File: src/rtl/wb_arbiter_2m_if.sv
// Wishbone classic bus bundle shared by the arbiter's master and slave ports.
//   adr, dat_w, we, sel, cyc, stb : driven by the bus master
//   dat_r, ack, err               : driven by the bus slave
// The master modport is for the side that originates cycles; the slave modport
// is for the side that answers them.
interface wb_arbiter_2m_if #(
  parameter int unsigned ADDR_W = 32,
  parameter int unsigned DATA_W = 32
) ();
  localparam int unsigned SEL_W = DATA_W / 8;

  logic [ADDR_W-1:0] adr;
  logic [DATA_W-1:0] dat_w;
  logic [DATA_W-1:0] dat_r;
  logic              we;
  logic [SEL_W-1:0]  sel;
  logic              cyc;
  logic              stb;
  logic              ack;
  logic              err;

  modport master (output adr, dat_w, we, sel, cyc, stb, input dat_r, ack, err);
  modport slave  (input adr, dat_w, we, sel, cyc, stb, output dat_r, ack, err);
endinterface

File: src/rtl/wb_arbiter_2m.sv
// Two-master to one-slave Wishbone classic arbiter with round-robin grant,
// grant held for the whole bus cycle, and a stall watchdog.
//   clk, rst_n : clock, asynchronous active-low reset
//   m0         : instruction master port (slave modport)
//   m1         : data master port (slave modport)
//   s          : shared slave port (master modport)
//   grant      : one-hot current owner (bit0 = m0, bit1 = m1), 00 when idle
//   timeout    : one-cycle pulse when the watchdog terminates a strobe
module wb_arbiter_2m #(
  parameter int unsigned ADDR_W  = 32,
  parameter int unsigned DATA_W  = 32,
  parameter int unsigned TIMEOUT = 255
) (
  input  logic                   clk,
  input  logic                   rst_n,
  wb_arbiter_2m_if.slave         m0,
  wb_arbiter_2m_if.slave         m1,
  wb_arbiter_2m_if.master        s,
  output logic [1:0]             grant,
  output logic                   timeout
);
  localparam int unsigned SEL_W = DATA_W / 8;
  localparam int unsigned CNT_W = (TIMEOUT == 0) ? 1 : $clog2(TIMEOUT + 1);
  localparam logic [CNT_W-1:0] CNT_MAX = CNT_W'(TIMEOUT);
  localparam bit WD_EN = (TIMEOUT != 0);

  typedef enum logic [1:0] {
    IDLE = 2'd0,
    GNT0 = 2'd1,
    GNT1 = 2'd2
  } state_t;

  state_t            state;
  logic              last_m1;
  logic [CNT_W-1:0]  cnt;

  logic              req0;
  logic              req1;
  logic              g0;
  logic              g1;
  logic [ADDR_W-1:0] x_adr;
  logic [DATA_W-1:0] x_dat;
  logic              x_we;
  logic [SEL_W-1:0]  x_sel;
  logic              x_cyc;
  logic              x_stb;
  logic              at_limit;
  logic              stall;
  logic              fire;

  assign req0 = m0.cyc & m0.stb;
  assign req1 = m1.cyc & m1.stb;
  assign g0   = (state == GNT0);
  assign g1   = (state == GNT1);

  // Select the granted master's request; everything is zero while idle.
  always_comb begin : req_mux
    x_adr = '0;
    x_dat = '0;
    x_we  = 1'b0;
    x_sel = '0;
    x_cyc = 1'b0;
    x_stb = 1'b0;
    if (g0) begin
      x_adr = m0.adr;
      x_dat = m0.dat_w;
      x_we  = m0.we;
      x_sel = m0.sel;
      x_cyc = m0.cyc;
      x_stb = m0.stb;
    end else if (g1) begin
      x_adr = m1.adr;
      x_dat = m1.dat_w;
      x_we  = m1.we;
      x_sel = m1.sel;
      x_cyc = m1.cyc;
      x_stb = m1.stb;
    end
  end

  // A slave termination in the limit cycle beats the watchdog. The strobe is
  // withdrawn from the slave on the limit cycle regardless, so the slave's
  // ack never feeds back into s.stb.
  assign at_limit = WD_EN && (g0 | g1) && (cnt == CNT_MAX);
  assign stall    = x_cyc & x_stb & ~s.ack & ~s.err;
  assign fire     = at_limit & stall;

  assign s.adr   = x_adr;
  assign s.dat_w = x_dat;
  assign s.we    = x_we;
  assign s.sel   = x_sel;
  assign s.cyc   = x_cyc;
  assign s.stb   = x_stb & ~at_limit;

  // Responses go only to the owner, and only while it still holds cyc.
  assign m0.dat_r = g0 ? s.dat_r : '0;
  assign m0.ack   = g0 & m0.cyc & s.ack;
  assign m0.err   = g0 & m0.cyc & (s.err | fire);
  assign m1.dat_r = g1 ? s.dat_r : '0;
  assign m1.ack   = g1 & m1.cyc & s.ack;
  assign m1.err   = g1 & m1.cyc & (s.err | fire);

  assign grant   = {g1, g0};
  assign timeout = fire;

  // Ownership, round-robin history and watchdog count.
  always_ff @(posedge clk or negedge rst_n) begin : ctrl
    if (!rst_n) begin
      state   <= IDLE;
      last_m1 <= 1'b1;
      cnt     <= '0;
    end else begin
      case (state)
        IDLE: begin
          cnt <= '0;
          if (req0 && (!req1 || last_m1)) begin
            state   <= GNT0;
            last_m1 <= 1'b0;
          end else if (req1) begin
            state   <= GNT1;
            last_m1 <= 1'b1;
          end
        end
        GNT0, GNT1: begin
          if (!x_cyc) begin
            state <= IDLE;
          end
          if (WD_EN && stall && !at_limit) begin
            cnt <= cnt + CNT_W'(1);
          end else begin
            cnt <= '0;
          end
        end
        default: begin
          state <= IDLE;
          cnt   <= '0;
        end
      endcase
    end
  end
endmodule

File: src/flat_wrapper.sv
// flat-port wrapper written by rule: the top's interface ports become plain ports
module wb_arbiter_2m_flat 
#(
  parameter int unsigned ADDR_W  = 32,
  parameter int unsigned DATA_W  = 32,
  parameter int unsigned TIMEOUT = 255
)
  (clk, rst_n, grant, timeout, m0_adr, m0_dat_w, m0_we, m0_sel, m0_cyc, m0_stb, m0_dat_r, m0_ack, m0_err, m1_adr, m1_dat_w, m1_we, m1_sel, m1_cyc, m1_stb, m1_dat_r, m1_ack, m1_err, s_adr, s_dat_w, s_we, s_sel, s_cyc, s_stb, s_dat_r, s_ack, s_err);
  wb_arbiter_2m_if #(.ADDR_W(ADDR_W), .DATA_W(DATA_W)) m0_i ();
  wb_arbiter_2m_if #(.ADDR_W(ADDR_W), .DATA_W(DATA_W)) m1_i ();
  wb_arbiter_2m_if #(.ADDR_W(ADDR_W), .DATA_W(DATA_W)) s_i ();
  input  logic clk;
  input  logic rst_n;
  output logic [1:0] grant;
  output logic timeout;
  input wire logic [$bits(m0_i.adr)-1:0] m0_adr;
  input wire logic [$bits(m0_i.dat_w)-1:0] m0_dat_w;
  input wire logic [$bits(m0_i.we)-1:0] m0_we;
  input wire logic [$bits(m0_i.sel)-1:0] m0_sel;
  input wire logic [$bits(m0_i.cyc)-1:0] m0_cyc;
  input wire logic [$bits(m0_i.stb)-1:0] m0_stb;
  output wire logic [$bits(m0_i.dat_r)-1:0] m0_dat_r;
  output wire logic [$bits(m0_i.ack)-1:0] m0_ack;
  output wire logic [$bits(m0_i.err)-1:0] m0_err;
  input wire logic [$bits(m1_i.adr)-1:0] m1_adr;
  input wire logic [$bits(m1_i.dat_w)-1:0] m1_dat_w;
  input wire logic [$bits(m1_i.we)-1:0] m1_we;
  input wire logic [$bits(m1_i.sel)-1:0] m1_sel;
  input wire logic [$bits(m1_i.cyc)-1:0] m1_cyc;
  input wire logic [$bits(m1_i.stb)-1:0] m1_stb;
  output wire logic [$bits(m1_i.dat_r)-1:0] m1_dat_r;
  output wire logic [$bits(m1_i.ack)-1:0] m1_ack;
  output wire logic [$bits(m1_i.err)-1:0] m1_err;
  output wire logic [$bits(s_i.adr)-1:0] s_adr;
  output wire logic [$bits(s_i.dat_w)-1:0] s_dat_w;
  output wire logic [$bits(s_i.we)-1:0] s_we;
  output wire logic [$bits(s_i.sel)-1:0] s_sel;
  output wire logic [$bits(s_i.cyc)-1:0] s_cyc;
  output wire logic [$bits(s_i.stb)-1:0] s_stb;
  input wire logic [$bits(s_i.dat_r)-1:0] s_dat_r;
  input wire logic [$bits(s_i.ack)-1:0] s_ack;
  input wire logic [$bits(s_i.err)-1:0] s_err;
  assign m0_i.adr = m0_adr;
  assign m0_i.dat_w = m0_dat_w;
  assign m0_i.we = m0_we;
  assign m0_i.sel = m0_sel;
  assign m0_i.cyc = m0_cyc;
  assign m0_i.stb = m0_stb;
  assign m0_dat_r = m0_i.dat_r;
  assign m0_ack = m0_i.ack;
  assign m0_err = m0_i.err;
  assign m1_i.adr = m1_adr;
  assign m1_i.dat_w = m1_dat_w;
  assign m1_i.we = m1_we;
  assign m1_i.sel = m1_sel;
  assign m1_i.cyc = m1_cyc;
  assign m1_i.stb = m1_stb;
  assign m1_dat_r = m1_i.dat_r;
  assign m1_ack = m1_i.ack;
  assign m1_err = m1_i.err;
  assign s_adr = s_i.adr;
  assign s_dat_w = s_i.dat_w;
  assign s_we = s_i.we;
  assign s_sel = s_i.sel;
  assign s_cyc = s_i.cyc;
  assign s_stb = s_i.stb;
  assign s_i.dat_r = s_dat_r;
  assign s_i.ack = s_ack;
  assign s_i.err = s_err;
  wb_arbiter_2m #(.ADDR_W(ADDR_W), .DATA_W(DATA_W), .TIMEOUT(TIMEOUT)) u_core (.clk(clk), .rst_n(rst_n), .m0(m0_i), .m1(m1_i), .s(s_i), .grant(grant), .timeout(timeout));
endmodule
File: config.mk
export PLATFORM = sky130hd
export DESIGN_NAME = wb_arbiter_2m_flat
export DESIGN_NICKNAME = d
export VERILOG_FILES = /design/src/rtl/wb_arbiter_2m_if.sv /design/src/rtl/wb_arbiter_2m.sv /design/src/flat_wrapper.sv
export SDC_FILE = /design/constraint.sdc
export NUM_CORES = 1
export LEC_CHECK = 0
export BUFFER_PORTS_ARGS = -buffer_cell sky130_fd_sc_hd__buf_4
export CORE_AREA = 8 8 119 121
export CTS_BUF_LIST = sky130_fd_sc_hd__clkbuf_16
export CTS_CLUSTER_SIZE = 40
export DETAILED_ROUTE_END_ITERATION = 12
export DIE_AREA = 0 0 127 129
export SLEW_MARGIN = 20
export SYNTH_ARGS = -nofsm -noshare
export SYNTH_HDL_FRONTEND = slang
export SYNTH_SLANG_ARGS = --single-unit
File: constraint.sdc
create_clock -name clk -period 1.7 [get_ports clk]
set_input_delay 0 -clock clk [delete_from_list [all_inputs] [get_ports clk]]
set_output_delay 0 -clock clk [all_outputs]
set_load 0.005 [all_outputs]
==> flow_summary_export.csv <==
group,metric,value,unit
logic_synthesis,synth_area_leaders,"nand2_1, and2_1, o21ai_0, dfrtp_1, buf_2",
sta,period_needed,1730,ps
floorplan,core,0.0123,sq mm
drt,viasPerCell,4.44,
sta,rsz0062_at_grt,"true",
cts,clock_latency,240,ps
power,leakage,2.49,nW
logic_synthesis,synth_edf_count,0,
cts,cts_sinks,11,
worst_setup_path,ff2ff_setup_slack,30,ps
drt,routed_wl,14.0,mm
grt,grt_pass1_vias,3696,
logic_synthesis,syn_area_per_cell,5.68,sq um
sta,hold_viol,0,
logic_synthesis,synth.most_common_cell,"nand2_1",
logic_synthesis,netlist.area_leader.share,23.9,%
drt,wire_per_inst,16.9,microns
grt,grt_usage,14.8,%
logic_synthesis,synthTopCellsByCount,"nand2_1, o21ai_0, and2_1, clkbuf_1, buf_2",
drt,vias,3680,
final_layout,fillers,1311,
floorplan,row_count,41,
final_layout,n_antenna_cell,0,
grt,grt_antenna_before_repair,0,
cts,numCtsBuffers,3,
floorplan,die_w,127,microns
placement,numPortBuffers,319,
grt,grt_max_degree,93,
cts,clockBufferDepth,2,
logic_synthesis,synth_area,0.00212,sq mm
sta,fmaxAchievable,0.577,GHz
logic_synthesis,yosys.area.top_type,"nand2_1",
floorplan,die-area,0.0164,sq mm
logic_synthesis,async_reset_ff_share,100,%
sta,whs,143,ps
sta,maxSlewHeadroom,78.2,%
sta,tns,-59.4,ps
sta,report.final.slew_viol_count,0,
min_path,hold_path.class,"primary input to asynchronous set/reset pin",
drt,ant_nets,0,
worst_setup_path,critPathKind,"register to primary output",
floorplan,pin_count,320,
worst_setup_path,r2r_start,"u_core.state[1]",
sta,setup_viol,2,
worst_setup_path,rr_endpoint,"u_core.state[1]",
worst_setup_path,required,1700,ps
sta,tightest_slew,326,ps
sta,post-route-period-util,102,%
status,violations,"setup timing",
worst_setup_path,critPathMaxFanout,6,
logic_synthesis,synth.distinct_cells,44,
status,status,"finished with violations",
grt,grt_overflow,0,
job,drv_cap,0,
floorplan,die_height,129,microns
cts,cts_tree,"built",
placement,dpl.hpwl,11.8,mm
grt,grt_first_pass_wirelength,19.6,mm
logic_synthesis,ys_seq_elements,11,
logic_synthesis,syn-num-nets,555,
sta,worst_slack,-33.9,ps
power,power.total,5.75,mW
worst_setup_path,r2r_cells,5,
logic_synthesis,yosysWarnings,0,
cts,clk_pin_slew,50,ps
power,power_density,1180,mW/mm^2
final_layout,post-route-util,39.6,%
final_layout,layout.nets,861,
worst_setup_path,cp-end-kind,"primary output",
worst_setup_path,critPathArrivalTime,1730,ps
floorplan,initial_utilization,17.2,%
drt,drc,0,
sta,fin_worst_skew,4.91,ps
cts,htreeDepth,1,
drt,drtPass1Iterations,6,
power,peakVddDrop,0.702,mV
worst_setup_path,start_kind,"register",
placement,place.gp.congestion,0.965,
final_layout,syn2layout_area_growth,130,%
drt,drt_iter0_markers,148,
logic_synthesis,synth_ff_type,"dfrtp_1",
logic_synthesis,seq_area_frac_synth,13.0,%
logic_synthesis,synthCells,373,
final_layout,drive_gt1_share,52.4,%
cts,cts_root_buffer,"clkbuf_16",
## metrics by stage
| step | instance area, sq um | worst slack [ps] | cells |
|---|---|---|---|
| 6_report | 4880 | -33.9 | 828 |
| 5_1_grt | 4880 | -92.9 | 828 |
| 4_1_cts | 4830 | -23.1 | 826 |
| 3_5_place_dp | 4670 | -13.2 | 817 |
| 3_3_place_gp | 4670 | 49.8 | 817 |
| 2_1_floorplan | 2120 | 167 | 373 |
## worst max path at each step
stage | from | end | slack, ps
after CTS | u_core.state[1] | m0_err | -20
after global placement | u_core.state[0] | u_core.state[1] | 50
after detailed placement | u_core.state[0] | u_core.state[1] | -10
final | u_core.state[1] | m0_err | -30
after global routing | u_core.state[1] | m1_err | -90
after floorplan | u_core.state[0] | u_core.state[1] | 170
## sequential cells by signal, summed over array words and instances, names as in the netlist
register	flops
u_core.last_m1	1
u_core.cnt	8
u_core.state	2
## what timing repair did
| action | in CTS | in global routing |
|---|---|---|
| gates resized for setup | 12 | 6 |
| pin swaps | 5 | 2 |
| setup buffers | 4 | 1 |
| cloned | 0 | 1 |
| hold buffers | 1 | 0 |
| endpoints found under the hold margin | 11 | 0 |
| setup endpoints to repair | 46 | 56 |
## worst max-delay path: stages, from the launching register on
cell      delay [ps]
dfrtp_1          400
buf_6            130
ha_4             180
and4bb_2         250
o211ai_1         260
a21oi_1          120
buf_4            150
## logic make-up (layout without fill, tap and decap cells)
kind of cell,count (synthesis),count (layout),share of synthesized area [%]
AOI/OAI and AO/OA,88,88,23.7
DFF,11,11,13.0
xor gates and xnor gates,3,3,1.24
and+or+nand+nor,228,228,51.8
adders and majority gates,4,4,2.36
buffers and inverters,39,344,7.91
## report_power, final
part	internal (mW)	switching, mW	leakage [nW]
Sequential	0.307	0.0278	0.148
Clock	0.309	0.119	0.0423
Combinational	2.64	2.35	2.30
Total	3.25	2.50	2.49
## final cells by class
class / instances / area [sq um] / share of cell area, %
clock buffer: 3 / 75.1 / 1.54
tap: 150 / 188 / 3.85
clock inverter: 1 / 3.75 / 0.0769
sequential: 11 / 277 / 5.67
multi-input combinational: 323 / 1720 / 35.3
inverter: 6 / 22.5 / 0.462
timing repair buffer: 334 / 2590 / 53.1
## placed cells by master, fill, tap and decap left out, types with 3 or more instances in the layout
master and n:
nand2_1 135, nand3_1 3, buf_12 4, nor2_1 5, a22o_1 4, and2_1 64
dfrtp_1 10, buf_4 324, buf_6 4, o21ai_0 67, clkbuf_16 4, inv_1 5
## layer usage
layer  vias up  wire (microns)  track usage, %
met1      1638            5180            14.8
met4         0             100            2.45
met5         -               0               0
met3         6            1540            6.16
met2       205            7140            28.2
li1       1831               -               -
No activity file was read; power rests on OpenSTA's default activity.
